[src/rtl/vga_sprite_renderer_pkg.sv]
// Shared VGA constants, RGB444 colour type and the final colour-priority mux.
`timescale 1ns/1ps
package vga_sprite_renderer_pkg;

  localparam int H_ACTIVE = 640;
  localparam int V_ACTIVE = 480;
  localparam int RGB_W    = 12;

  typedef logic [RGB_W-1:0] rgb_t;

  localparam rgb_t COLOR_BLACK = 12'h000;
  localparam rgb_t COLOR_GREY  = 12'h555;
  localparam rgb_t COLOR_WHITE = 12'hFFF;

  // Blank beats sprite, sprite beats ground, ground beats background.
  function automatic rgb_t pick_colour(input logic blank, input logic spr, input logic gnd,
                                       input rgb_t fg, input rgb_t gnd_c, input rgb_t bg);
    rgb_t c;
    if (blank)    c = COLOR_BLACK;
    else if (spr) c = fg;
    else if (gnd) c = gnd_c;
    else          c = bg;
    return c;
  endfunction

endpackage

[src/rtl/vga_sprite_renderer_rom.sv]
// 1-bpp sprite bitmap, four animation frames, one-cycle registered read.
// Contents are generated procedurally from the address (frame/row/column) so the
// image is fixed at elaboration without an external memory file.
`timescale 1ns/1ps
module sprite_rom
  import vga_sprite_renderer_pkg::*;
#(
  parameter int SPR_W = 32,
  parameter int SPR_H = 32,
  parameter int AW    = 2 + $clog2(SPR_W) + $clog2(SPR_H)
) (
  input  logic          pixel_clock,
  input  logic          rst,
  input  logic [AW-1:0] addr,
  output logic          pix
);

  localparam int XW = $clog2(SPR_W);
  localparam int YW = $clog2(SPR_H);

  logic [1:0]    w_frame;
  logic [YW-1:0] w_row;
  logic [XW-1:0] w_col;
  logic          w_bit;
  logic          r_pix;

  assign w_frame = addr[AW-1 -: 2];
  assign w_row   = addr[XW +: YW];
  assign w_col   = addr[XW-1:0];
  // Checkerboard body; frame bit 0 inverts it, frame bit 1 shifts alternate row pairs.
  assign w_bit   = (w_row[0] ~^ w_col[0]) ^ w_frame[0] ^ (w_frame[1] & w_row[1]);
  assign pix     = r_pix;

  // Registered read: address in one cycle, pixel bit out the next.
  always_ff @(posedge pixel_clock or posedge rst) begin
    if (rst) r_pix <= 1'b0;
    else     r_pix <= w_bit;
  end

endmodule

[src/rtl/vga_sprite_renderer.sv]
// Pixel-colour stage behind the 640x480 timing generator: frame-synchronous sprite
// shadow registers, 3-stage pixel pipeline, colour priority mux, re-aligned syncs.
`timescale 1ns/1ps
module vga_sprite_renderer
  import vga_sprite_renderer_pkg::*;
#(
  parameter int   SPR_W        = 32,
  parameter int   SPR_H        = 32,
  parameter int   GROUND_Y     = 400,
  parameter rgb_t FG_COLOR     = COLOR_BLACK,
  parameter rgb_t GROUND_COLOR = COLOR_GREY,
  parameter rgb_t BG_COLOR     = COLOR_WHITE
) (
  input  logic       pixel_clock,
  input  logic       rst,
  input  logic [9:0] x_in,
  input  logic [8:0] y_in,
  input  logic       blank_in,
  input  logic       hsync_in,
  input  logic       vsync_in,
  input  logic [9:0] spr_x_req,
  input  logic [8:0] spr_y_req,
  input  logic [1:0] spr_frame,
  output logic [3:0] red,
  output logic [3:0] green,
  output logic [3:0] blue,
  output logic       hsync_out,
  output logic       vsync_out,
  output logic       blank_out,
  output logic       frame_tick
);

  localparam int XW = $clog2(SPR_W);
  localparam int YW = $clog2(SPR_H);
  localparam int AW = 2 + XW + YW;

  // Shadow registers and vsync edge detect
  logic       r_vsync_prev;
  logic [9:0] r_sx;
  logic [8:0] r_sy;
  logic [1:0] r_frame;
  logic       r_frame_tick;
  logic       w_vs_fall;

  assign w_vs_fall = r_vsync_prev & ~vsync_in;

  // Load the sprite request on vsync falling edge; tick marks the new values being live.
  always_ff @(posedge pixel_clock or posedge rst) begin
    if (rst) begin
      r_vsync_prev <= 1'b1;
      r_sx         <= '0;
      r_sy         <= '0;
      r_frame      <= '0;
      r_frame_tick <= 1'b0;
    end else begin
      r_vsync_prev <= vsync_in;
      r_frame_tick <= w_vs_fall;
      if (w_vs_fall) begin
        r_sx    <= spr_x_req;
        r_sy    <= spr_y_req;
        r_frame <= spr_frame;
      end
    end
  end

  // ---- S1: sprite box test, ROM address, ground detect ----
  logic [10:0]   w_x_end;
  logic [9:0]    w_y_end;
  logic [XW-1:0] w_dx;
  logic [YW-1:0] w_dy;
  logic          w_in_box;
  logic          w_gnd;

  // Extra MSB on the end coordinates keeps a sprite near the right/bottom edge from wrapping.
  assign w_x_end  = {1'b0, r_sx} + 11'(SPR_W);
  assign w_y_end  = {1'b0, r_sy} + 10'(SPR_H);
  assign w_in_box = (x_in >= r_sx) && ({1'b0, x_in} < w_x_end) &&
                    (y_in >= r_sy) && ({1'b0, y_in} < w_y_end);
  assign w_dx     = x_in[XW-1:0] - r_sx[XW-1:0];
  assign w_dy     = y_in[YW-1:0] - r_sy[YW-1:0];
  assign w_gnd    = (y_in == 9'(GROUND_Y));

  logic          r_in_box_p1, r_gnd_p1, r_blank_p1, r_hs_p1, r_vs_p1;
  logic [AW-1:0] r_addr_p1;

  // Stage 1 registers.
  always_ff @(posedge pixel_clock or posedge rst) begin
    if (rst) begin
      r_in_box_p1 <= 1'b0;
      r_gnd_p1    <= 1'b0;
      r_blank_p1  <= 1'b1;
      r_hs_p1     <= 1'b1;
      r_vs_p1     <= 1'b1;
      r_addr_p1   <= '0;
    end else begin
      r_in_box_p1 <= w_in_box;
      r_gnd_p1    <= w_gnd;
      r_blank_p1  <= blank_in;
      r_hs_p1     <= hsync_in;
      r_vs_p1     <= vsync_in;
      r_addr_p1   <= {r_frame, w_dy, w_dx};
    end
  end

  // ---- S2: ROM read, side-band delayed alongside ----
  logic w_pix_p2;

  sprite_rom #(.SPR_W(SPR_W), .SPR_H(SPR_H), .AW(AW)) u_rom (
    .pixel_clock (pixel_clock),
    .rst         (rst),
    .addr        (r_addr_p1),
    .pix         (w_pix_p2)
  );

  logic r_in_box_p2, r_gnd_p2, r_blank_p2, r_hs_p2, r_vs_p2;

  // Stage 2 registers, matching the ROM read latency.
  always_ff @(posedge pixel_clock or posedge rst) begin
    if (rst) begin
      r_in_box_p2 <= 1'b0;
      r_gnd_p2    <= 1'b0;
      r_blank_p2  <= 1'b1;
      r_hs_p2     <= 1'b1;
      r_vs_p2     <= 1'b1;
    end else begin
      r_in_box_p2 <= r_in_box_p1;
      r_gnd_p2    <= r_gnd_p1;
      r_blank_p2  <= r_blank_p1;
      r_hs_p2     <= r_hs_p1;
      r_vs_p2     <= r_vs_p1;
    end
  end

  // ---- S3: colour select and output registers ----
  rgb_t r_rgb;
  logic r_hs_out, r_vs_out, r_blank_out;

  // Stage 3 registers: final colour with syncs and blank aligned to it.
  always_ff @(posedge pixel_clock or posedge rst) begin
    if (rst) begin
      r_rgb       <= COLOR_BLACK;
      r_hs_out    <= 1'b1;
      r_vs_out    <= 1'b1;
      r_blank_out <= 1'b1;
    end else begin
      r_rgb       <= pick_colour(r_blank_p2, r_in_box_p2 & w_pix_p2, r_gnd_p2,
                                 FG_COLOR, GROUND_COLOR, BG_COLOR);
      r_hs_out    <= r_hs_p2;
      r_vs_out    <= r_vs_p2;
      r_blank_out <= r_blank_p2;
    end
  end

  assign red        = r_rgb[11:8];
  assign green      = r_rgb[7:4];
  assign blue       = r_rgb[3:0];
  assign hsync_out  = r_hs_out;
  assign vsync_out  = r_vs_out;
  assign blank_out  = r_blank_out;
  assign frame_tick = r_frame_tick;

endmodule

[config.mk]
export PLATFORM = sky130hd
export DESIGN_NAME = vga_sprite_renderer
export DESIGN_NICKNAME = d
export VERILOG_FILES = /design/src/rtl/vga_sprite_renderer_pkg.sv /design/src/rtl/vga_sprite_renderer_rom.sv /design/src/rtl/vga_sprite_renderer.sv
export SDC_FILE = /design/constraint.sdc
export NUM_CORES = 1
export LEC_CHECK = 0
export BUFFER_PORTS_ARGS = -buffer_cell sky130_fd_sc_hd__buf_4
export CELL_PAD_IN_SITES_DETAIL_PLACEMENT = 1
export CELL_PAD_IN_SITES_GLOBAL_PLACEMENT = 1
export CORE_ASPECT_RATIO = 1.2
export CORE_MARGIN = 2
export CORE_UTILIZATION = 42
export DETAILED_ROUTE_END_ITERATION = 10
export PLACE_DENSITY = 0.81
export SYNTH_ARGS = -nofsm -noshare
export SYNTH_HDL_FRONTEND = slang
export SYNTH_HIERARCHICAL = 1
export SYNTH_SLANG_ARGS = --single-unit
export TNS_END_PERCENT = 20
[constraint.sdc]
create_clock -name pixel_clock -period 2.45 [get_ports pixel_clock]
set_clock_uncertainty 0.15 [all_clocks]
set_input_delay 0.3675 -clock pixel_clock [delete_from_list [all_inputs] [get_ports pixel_clock]]
set_output_delay 0.3675 -clock pixel_clock [all_outputs]
set_load 0.005 [all_outputs]
---- Yosys cells after proc, flatten, opt, wreduce, memory -nomap -nowiden ----
Index checks and enable logic that the tools add are counted.
cells by class
  bitwise operators ....................... 7
  order comparisons ....................... 4
  add/sub/neg operators ................... 4
  reduce and logical (&&, ||, !) cells .... 3
  multiplexer cells ....................... 3
  equal/unequal tests ..................... 1
operators by type and width
  kind                                            count
  two-way mux 12 bit                              3
  adder 10 x 6 -> 11 bit (second input constant)  1
  less-than comparator 10 x 11 -> 1 bit           1
  adder 9 x 6 -> 10 bit (second input constant)   1
  greater-or-equal comparator 10 bit              1
  less-than comparator 9 x 10 -> 1 bit            1
  subtractor 5 bit                                2
  equality test 9 bit (second input constant)     1
  greater-or-equal comparator 9 bit               1
  AND 1 bit                                       3
  logical AND 1 bit                               3
  bitwise XOR 1 bit                               2
  NOT 1 bit                                       1
  XNOR 1 bit                                      1
word-level totals
  word-level logic and storage cells ...... 42
  bits in registers ....................... 60
  bits of input ports ..................... 45

---- Longest topological paths before layout ----
Gate-level depths: netlist of the first run.
  word-level depth ........................ 5
  gate-level depth with buffers ........... 9

---- Modules after synthesis ----
The synthesis of the first run kept the hierarchy.
by module, submodules not included
  module               cells an instance  instances  area an instance (um^2)  sequential area each (um^2)
  vga_sprite_renderer  237                1          2,548.7                  1,237.4
  sprite_rom           5                  1          66.3                     25.0

---- Worst setup path before layout of the first run ----
Ideal clock, no wire load.
  path kind ............................... input-to-reg
  start point ............................. input port y_in[0]
  end point ............................... register r_in_box_p1
  cell stages on the path ................. 8
  path buffers ............................ 0
  required time ........................... 2.179 ns
  setup time .............................. 0.121 ns
  slack ................................... 0.490 ns
  arrival time ............................ 1.690 ns
  path through ............................ inv_1 > ha_1 > fa_1 > nor2b_1 > o21ai_2 > a21boi_0 > o311ai_0 > and4b_1
between the ends
  word-level cells in the longest chain between the ends .. 3
  elaborated cells on any way between the ends .. 4
  those cells by class .................... 2 x order compare; 2 x reduce/logical
ends and longest elaborated chain
  item                               RTL line                   RTL
  start: declaration                 vga_sprite_renderer.sv:17  input logic [8:0] y_in,
  greater-or-equal comparator 9 bit  vga_sprite_renderer.sv:78  (y_in >= r_sy) && ({1'b0, y_in} < w_y_end);
  logical AND 1 bit                  vga_sprite_renderer.sv:77  assign w_in_box = (x_in >= r_sx) && ({1'b0, x_in} < w_x_end) &&
  logical AND 1 bit (*)              vga_sprite_renderer.sv:78
  net w_in_box                       vga_sprite_renderer.sv:71  logic w_in_box;
  end signal: assignment             vga_sprite_renderer.sv:96  r_in_box_p1 <= w_in_box;
  end: declaration                   vga_sprite_renderer.sv:83  logic r_in_box_p1, r_gnd_p1, r_blank_p1, r_hs_p1, r_vs_p1;
The timed path passes the listed nets; every way through them passes the cells marked *.
A chain may end at the register's enable or synchronous reset.

---- Worst setup path in the final report of the first run ----
  start point ............................. register r_sx[5]
  end point ............................... register r_in_box_p1
between the ends
  word-level cells in the longest chain between the ends .. 5
  elaborated cells on any way between the ends .. 6
  those cells by class .................... 1 x add/sub; 2 x order compare; 3 x reduce/logical
ends and longest elaborated chain
  item                                   RTL line                   RTL
  start: declaration                     vga_sprite_renderer.sv:39  logic [9:0] r_sx;
  start signal: assignment               vga_sprite_renderer.sv:59  r_sx <= spr_x_req;
  adder 10 x 6 -> 11 bit                 vga_sprite_renderer.sv:75  assign w_x_end = {1'b0, r_sx} + 11'(SPR_W);
  less-than comparator 10 x 11 -> 1 bit  vga_sprite_renderer.sv:77
  logical AND 1 bit (*) (2 in series)    vga_sprite_renderer.sv:77
  logical AND 1 bit (*)                  vga_sprite_renderer.sv:78
  net w_in_box                           vga_sprite_renderer.sv:71
Marked as above.

==> metrics.txt, run 1 <==
# TYPE chip_impl_metric gauge
chip_impl_metric{name="remaining_drc_errors",unit=""} 0
chip_impl_metric{name="dieHeight",unit="um"} 86.3
chip_impl_info{name="critPathKind",value="flip-flop to flip-flop"} 1
chip_impl_metric{name="layout-area-overhead-vs-synth",unit="%"} 23.8
chip_impl_metric{name="vdd_ir_drop_max",unit="uV"} 326
chip_impl_metric{name="die-area",unit="um^2"} 6260
chip_impl_metric{name="cts-resized-gates",unit=""} 0
chip_impl_metric{name="worstMarginPinSlew",unit="ps"} 672
chip_impl_metric{name="finalSetupViolCount",unit=""} 0
chip_impl_info{name="critical-path-top-delay-family",value="adder cells"} 1
chip_impl_metric{name="groute.usage.overall",unit="%"} 17.9
chip_impl_metric{name="netlist_instances",unit=""} 224
chip_impl_metric{name="port_buffers",unit=""} 60
chip_impl_metric{name="clk_pin_slew",unit="ps"} 80
chip_impl_metric{name="timing.critical_path.required",unit="ps"} 2530
chip_impl_metric{name="core_area",unit="um^2"} 5370
chip_impl_metric{name="layout_worst_path_cycle_share",unit="%"} 86.7
chip_impl_metric{name="path_max_fanout",unit=""} 5
chip_impl_info{name="crit_path_end_kind",value="flip-flop"} 1
chip_impl_metric{name="layout_cells_sized_above_1",unit="%"} 32.5
chip_impl_info{name="worstHoldPathType",value="primary input to flip-flop"} 1
chip_impl_metric{name="ctsLongestPathBuffers",unit=""} 2
chip_impl_metric{name="rrSetupSlack",unit="ps"} 330
chip_impl_metric{name="ant_nets",unit=""} 0
chip_impl_info{name="ctsRootBufferMaster",value="sky130_fd_sc_hd__clkbuf_8"} 1
chip_impl_metric{name="timing_hold_violations_final",unit=""} 0
chip_impl_metric{name="cts_buffers",unit=""} 5
chip_impl_info{name="cts_tree",value="done"} 1
chip_impl_info{name="timing.critical_path.cells",value="ha_1 -> nand3_1 -> xnor2_1 -> ha_1 -> a21oi_1 -> nand2_1 -> a21oi_1 -> o21ai_1 -> and4b_1"} 1
chip_impl_metric{name="mapped_nets",unit=""} 301
chip_impl_metric{name="drt_pre_antenna_iters",unit=""} 4
chip_impl_info{name="mostFrequentLayoutCell",value="sky130_fd_sc_hd__buf_4"} 1
chip_impl_metric{name="die-width",unit="um"} 72.6
chip_impl_metric{name="via_count_of_the_first_global_routing_pass",unit=""} 1934
chip_impl_metric{name="row_count",unit=""} 29
chip_impl_metric{name="timing.critical_path.buf_inv",unit=""} 0
chip_impl_metric{name="grt.overflow.total",unit=""} 0
chip_impl_info{name="unrepaired_setup_endpoints_after_global_routing",value="no"} 1
chip_impl_metric{name="cts_max_level",unit=""} 2
chip_impl_metric{name="timing.fmax",unit="MHz"} 471
chip_impl_metric{name="routabilityCongestion",unit=""} 0.800
chip_impl_metric{name="critPathArrivalTime",unit="ps"} 2210
chip_impl_metric{name="initialDrtViolationCount",unit=""} 54
chip_impl_info{name="crit_slowest_cell",value="sky130_fd_sc_hd__dfrtp_1"} 1
chip_impl_metric{name="worst_path_largest_cell_delay",unit="ps"} 440
chip_impl_metric{name="post-route-worst-setup-slack",unit="ps"} 327
chip_impl_metric{name="worst_skew_pair.late_latency",unit="ps"} 290
chip_impl_metric{name="start_util",unit="%"} 44.1
chip_impl_metric{name="final_net_count",unit=""} 359
chip_impl_metric{name="pre_cts_worst_setup_slack",unit="ps"} 375
chip_impl_metric{name="timing_max_transition_violations_final",unit=""} 0
chip_impl_metric{name="fin_crit",unit="ps"} 2120
chip_impl_metric{name="drv_cap",unit=""} 0
chip_impl_info{name="status",value="finished clean"} 1
chip_impl_metric{name="routed-via-count",unit=""} 1786
chip_impl_metric{name="io_pins",unit=""} 61
chip_impl_metric{name="grt_antenna_before_repair",unit=""} 0
chip_impl_metric{name="grt_max_degree",unit=""} 21
chip_impl_metric{name="fin_tns_setup",unit="ps"} 0
chip_impl_metric{name="timing.max_slew.rel_slack",unit="%"} 55.2
chip_impl_metric{name="p_leak",unit="nW"} 1.47
chip_impl_metric{name="routed_via_density",unit=""} 5.18
chip_impl_metric{name="cts_post_setup_buffers_inserted",unit=""} 0
chip_impl_info{name="launching_element_type_of_the_critical_path",value="flip-flop"} 1
chip_impl_metric{name="power_after_layout",unit="mW"} 1.80
chip_impl_metric{name="finalWirelength",unit="um"} 5080
chip_impl_metric{name="p_per_area",unit="nW/um^2"} 614
chip_impl_metric{name="dpl.hpwl",unit="um"} 4060
chip_impl_metric{name="numClockSinks",unit=""} 43
chip_impl_metric{name="synthesis.area_per_instance",unit="um^2"} 10.6
chip_impl_metric{name="antennaDiodeCount",unit=""} 0
chip_impl_metric{name="global_route_wire_length_before_repair",unit="um"} 8580
chip_impl_metric{name="wire_per_inst",unit="um"} 14.7
chip_impl_metric{name="netlist_area",unit="um^2"} 2370
chip_impl_info{name="most-common-layout-cells",value="sky130_fd_sc_hd__buf_4 (64), sky130_fd_sc_hd__dfrtp_1 (34), sky130_fd_sc_hd__ha_1 (30)"} 1
chip_impl_metric{name="synth.yosys.warnings",unit=""} 6
[cell type report]
cell class | count | area [um^2]
repair buffers | 65 | 490
clock buffers | 5 | 68.8
clock inverters | 3 | 15.0
inverters | 29 | 109
flip-flops and latches | 43 | 1090
well taps | 62 | 77.6
multi-input cells | 138 | 1080
fillers | 609 | 2440
[worst reg2reg max path, cell delays in order (launching register included)]
cell                      delay, ps
sky130_fd_sc_hd__dfrtp_1        440
sky130_fd_sc_hd__ha_1           230
sky130_fd_sc_hd__nand3_1        100
sky130_fd_sc_hd__xnor2_1        140
sky130_fd_sc_hd__ha_1           320
sky130_fd_sc_hd__a21oi_1        180
sky130_fd_sc_hd__nand2_1         80
sky130_fd_sc_hd__a21oi_1        130
sky130_fd_sc_hd__o21ai_1         70
sky130_fd_sc_hd__and4b_1        230
[metal layers]
| layer | part of all wire [%] | GRT usage, % |
|---|---|---|
| met2 | 55 | 34.5 |
| met1 | 39 | 19.5 |
| met5 | 0 | 0 |
| met4 | 1.1 | 4.55 |
| met3 | 4.5 | 3.72 |
[stage by stage]
step / utilization (%) / cell area, um^2 / hold slack (ps) / instances
floorplan: - / 2370 / -53.8 / 224
global placement: 52.8 / 2840 / 73.0 / 336
detailed placement: 52.8 / 2840 / 78.5 / 336
CTS: 54.6 / 2930 / 15.1 / 345
global route: 54.6 / 2930 / 5.86 / 345
finish: 54.6 / 2930 / 26.5 / 345
[power by group]
| part | total, mW | leakage (nW) | switching, mW | internal, mW |
|---|---|---|---|---|
| Clock | 0.440 | 0.0477 | 0.245 | 0.195 |
| Sequential | 0.852 | 0.512 | 0.0510 | 0.801 |
| Combinational | 0.506 | 0.909 | 0.244 | 0.262 |
[final timing paths]
kind / startpoint / end / cells after the start
setup / recovery: r_sx[5] / r_in_box_p1 / 9
hold / removal: hsync_in / r_hs_p1 / 1
setup reg to reg: r_sx[5] / r_in_box_p1 / 9
hold reg to reg: r_gnd_p1 / r_gnd_p2 / 0
max in group asynchronous: rst / hsync_out / 4
min in group asynchronous: rst / u_rom/pix / 3
[flip-flops by register name, summed over array words and instances (netlist names), 2 cells and up]
signal	flops
r_frame	2
r_sx	10
r_rgb	2
r_addr_p1	5
r_sy	9
[repair_timing]
action / CTS / global route
endpoints found under the setup margin: 0 / 0
hold endpoints to repair: 1 / 0
hold buffers: 1 / 0
(Power assumes the default switching activity.)
==> run 2: changes to the inputs <==
- PLACE_DENSITY: 0.81 -> 0.83
==> metrics.txt, run 2 (synthesized netlist as in run 1, its figures left out) <==
# TYPE chip_impl_metric gauge
chip_impl_metric{name="numPlacedInstances",unit=""} 335
chip_impl_metric{name="layout_worst_path_cycle_share",unit="%"} 87.1
chip_impl_metric{name="grt.overflow.total",unit=""} 0
chip_impl_info{name="crit_slowest_cell",value="sky130_fd_sc_hd__dfrtp_1"} 1
chip_impl_metric{name="drt_pre_antenna_iters",unit=""} 4
chip_impl_metric{name="remaining_drc_errors",unit=""} 0
chip_impl_metric{name="start_util",unit="%"} 44.1
chip_impl_metric{name="grt.met1_usage",unit="%"} 21.8
chip_impl_metric{name="antennaDiodeCount",unit=""} 0
chip_impl_metric{name="row_count",unit=""} 29
chip_impl_metric{name="dieHeight",unit="um"} 86.3
chip_impl_info{name="unrepaired_setup_endpoints_after_global_routing",value="no"} 1
chip_impl_metric{name="grt_max_degree",unit=""} 43
chip_impl_metric{name="path_max_fanout",unit=""} 5
chip_impl_info{name="crit_path_end_kind",value="flip-flop"} 1
chip_impl_metric{name="ant_nets",unit=""} 0
chip_impl_metric{name="via_count_of_the_first_global_routing_pass",unit=""} 2034
chip_impl_info{name="rr_startpoint",value="r_sx[5]"} 1
chip_impl_metric{name="global_route_wire_length_before_repair",unit="um"} 9320
chip_impl_metric{name="ctsLongestPathBuffers",unit=""} 2
chip_impl_info{name="status",value="finished clean"} 1
chip_impl_info{name="hold_path_startpoint",value="blank_in"} 1
chip_impl_metric{name="cts_post_setup_buffers_inserted",unit=""} 0
chip_impl_metric{name="grt_util_met2",unit="%"} 36.2
chip_impl_metric{name="p_leak",unit="nW"} 1.48
chip_impl_metric{name="grt_antenna_before_repair",unit=""} 0
chip_impl_info{name="worstHoldPathType",value="primary input to flip-flop"} 1
chip_impl_metric{name="clk_pin_slew",unit="ps"} 90
chip_impl_metric{name="timing.critical_path.required",unit="ps"} 2540
chip_impl_info{name="mostFrequentLayoutCell",value="sky130_fd_sc_hd__buf_4"} 1
chip_impl_metric{name="initialDrtViolationCount",unit=""} 54
chip_impl_metric{name="fin_crit",unit="ps"} 2130
chip_impl_metric{name="routed-via-count",unit=""} 1813
chip_impl_metric{name="io_pins",unit=""} 61
chip_impl_info{name="launching_element_type_of_the_critical_path",value="flip-flop"} 1
chip_impl_metric{name="routed_via_density",unit=""} 5.27
chip_impl_metric{name="cellInternalPower",unit="mW"} 1.39
chip_impl_info{name="critical_path.startpoint",value="r_sx[5]"} 1
chip_impl_metric{name="layout_cells_sized_above_1",unit="%"} 32.3
chip_impl_metric{name="worst_hold_path.num_cells",unit=""} 1
chip_impl_metric{name="layout-area-overhead-vs-synth",unit="%"} 24.9
chip_impl_metric{name="use_met3",unit="%"} 4.30
chip_impl_metric{name="timing_hold_violations_final",unit=""} 0
chip_impl_metric{name="wire_per_inst",unit="um"} 16.1
chip_impl_metric{name="die-area",unit="um^2"} 6260
chip_impl_info{name="cts_tree",value="done"} 1
chip_impl_info{name="ctsRootBufferMaster",value="sky130_fd_sc_hd__clkbuf_8"} 1
chip_impl_metric{name="number_of_flip_flops_in_the_largest_register",unit=""} 10
chip_impl_metric{name="drv_cap",unit=""} 0
chip_impl_metric{name="swShare",unit="%"} 28.6
chip_impl_metric{name="finalWirelength",unit="um"} 5550
chip_impl_metric{name="finalSetupViolCount",unit=""} 0
chip_impl_metric{name="routabilityCongestion",unit=""} 0.795
chip_impl_metric{name="numClockSinks",unit=""} 43
chip_impl_metric{name="groute.usage.overall",unit="%"} 19.4
chip_impl_metric{name="timing_max_transition_violations_final",unit=""} 0
chip_impl_info{name="timing.critical_path.cells",value="ha_1 -> nand3_1 -> xnor2_1 -> ha_1 -> a21oi_1 -> nand2_1 -> a21oi_1 -> o21ai_1 -> and4b_1"} 1
chip_impl_metric{name="power_switching",unit="uW"} 557
chip_impl_info{name="critPathKind",value="flip-flop to flip-flop"} 1
chip_impl_metric{name="rrSetupSlack",unit="ps"} 320
chip_impl_metric{name="worst_skew_pair.late_latency",unit="ps"} 300
chip_impl_info{name="top_register",value="r_sx"} 1
chip_impl_metric{name="cts_buffers",unit=""} 5
chip_impl_metric{name="cts_max_level",unit=""} 2
chip_impl_metric{name="fin_tns_setup",unit="ps"} 0
chip_impl_metric{name="critPathArrivalTime",unit="ps"} 2230
chip_impl_metric{name="timing.fmax",unit="MHz"} 469
chip_impl_info{name="grt.busiest_layer",value="met2"} 1
chip_impl_metric{name="worst_path_largest_cell_delay",unit="ps"} 450
chip_impl_metric{name="port_buffers",unit=""} 60
chip_impl_metric{name="power.share.combinational",unit="%"} 26.3
chip_impl_metric{name="final_net_count",unit=""} 358
chip_impl_metric{name="vdd_ir_drop_max",unit="uV"} 399
chip_impl_info{name="most-common-layout-cells",value="sky130_fd_sc_hd__buf_4 (63), sky130_fd_sc_hd__dfrtp_1 (34), sky130_fd_sc_hd__ha_1 (30)"} 1
chip_impl_metric{name="reg2regPathDepth",unit=""} 9
chip_impl_info{name="largestRegisters",value="r_sx x10, r_sy x9, r_addr_p1 x5"} 1
chip_impl_info{name="worst_r2r_endpoint",value="r_in_box_p1"} 1
chip_impl_metric{name="dpl.hpwl",unit="um"} 4370
chip_impl_metric{name="clock_power_share",unit="%"} 29.9
chip_impl_metric{name="seqPwrFrac",unit="%"} 43.8
chip_impl_info{name="hold_path_end",value="r_blank_p1"} 1
chip_impl_metric{name="core_area",unit="um^2"} 5370
chip_impl_metric{name="die-width",unit="um"} 72.6
chip_impl_metric{name="p_per_area",unit="nW/um^2"} 659
chip_impl_metric{name="cts-resized-gates",unit=""} 0
chip_impl_metric{name="finish.cell_count_without_fillers",unit=""} 344
chip_impl_metric{name="timing.max_slew.rel_slack",unit="%"} 64.7
chip_impl_metric{name="worstMarginPinSlew",unit="ps"} 529
-- run 2: per-layer routing --
metal	part of all wire [%]	routed length, um	vias to the layer above
li1	-	-	865
met1	39	2140	899
met2	56	3100	41
met3	3.9	219	8
met4	1.5	82	0
met5	0	0	-
-- run 2: worst max-delay path by stage --
stage	endpoint	slack [ps]
2_1_floorplan	r_in_box_p1	560
3_3_place_gp	r_in_box_p1	420
3_5_place_dp	r_in_box_p1	320
4_1_cts	r_in_box_p1	300
5_1_grt	r_in_box_p1	150
6_report	r_in_box_p1	320
-- run 2: critical path: cells and delay by family (launching register included) --
family	cells	cell delay [ps]
AOI/OAI and AO/OA	3	380
xor gates and xnor gates	1	150
adders and majority gates	2	540
and+or+nand+nor	3	410
DFF	1	450
-- run 2: power groups by stage --
stage / logic [mW] / registers [mW] / clock network [mW]
2_1_floorplan: 0.342 / 0.852 / 0
3_3_place_gp: 0.480 / 0.861 / 0
4_1_cts: 0.522 / 0.857 / 0.600
5_1_grt: 0.580 / 0.867 / 0.621
3_5_place_dp: 0.512 / 0.870 / 0
6_report: 0.513 / 0.855 / 0.583
-- run 2: stage by stage --
step / setup slack, ps / utilization [%] / power, mW / hold WS [ps] / cell area [um^2]
2_1_floorplan: 556 / - / 1.19 / -53.8 / 2370
3_3_place_gp: 417 / 52.7 / 1.34 / 72.4 / 2830
3_5_place_dp: 321 / 52.7 / 1.38 / 78.5 / 2830
4_1_cts: 299 / 55.1 / 1.98 / 14.4 / 2960
5_1_grt: 153 / 55.1 / 2.07 / 11.2 / 2960
6_report: 317 / 55.1 / 1.95 / 23.6 / 2960
-- run 2: repair_timing --
item | in CTS | in global routing
endpoints found under the setup margin | 0 | 0
hold buffers | 1 | 0
hold endpoints to repair | 1 | 0
-- run 2: cell type report --
class                      count  area [um^2]
fill                         620         2410
sequential                    43         1090
multi-input combinational    138         1080
timing repair buffer          64          483
inverter                      29          109
clock buffer                   6         82.6
tap                           62         77.6
clock inverter                 2         35.0
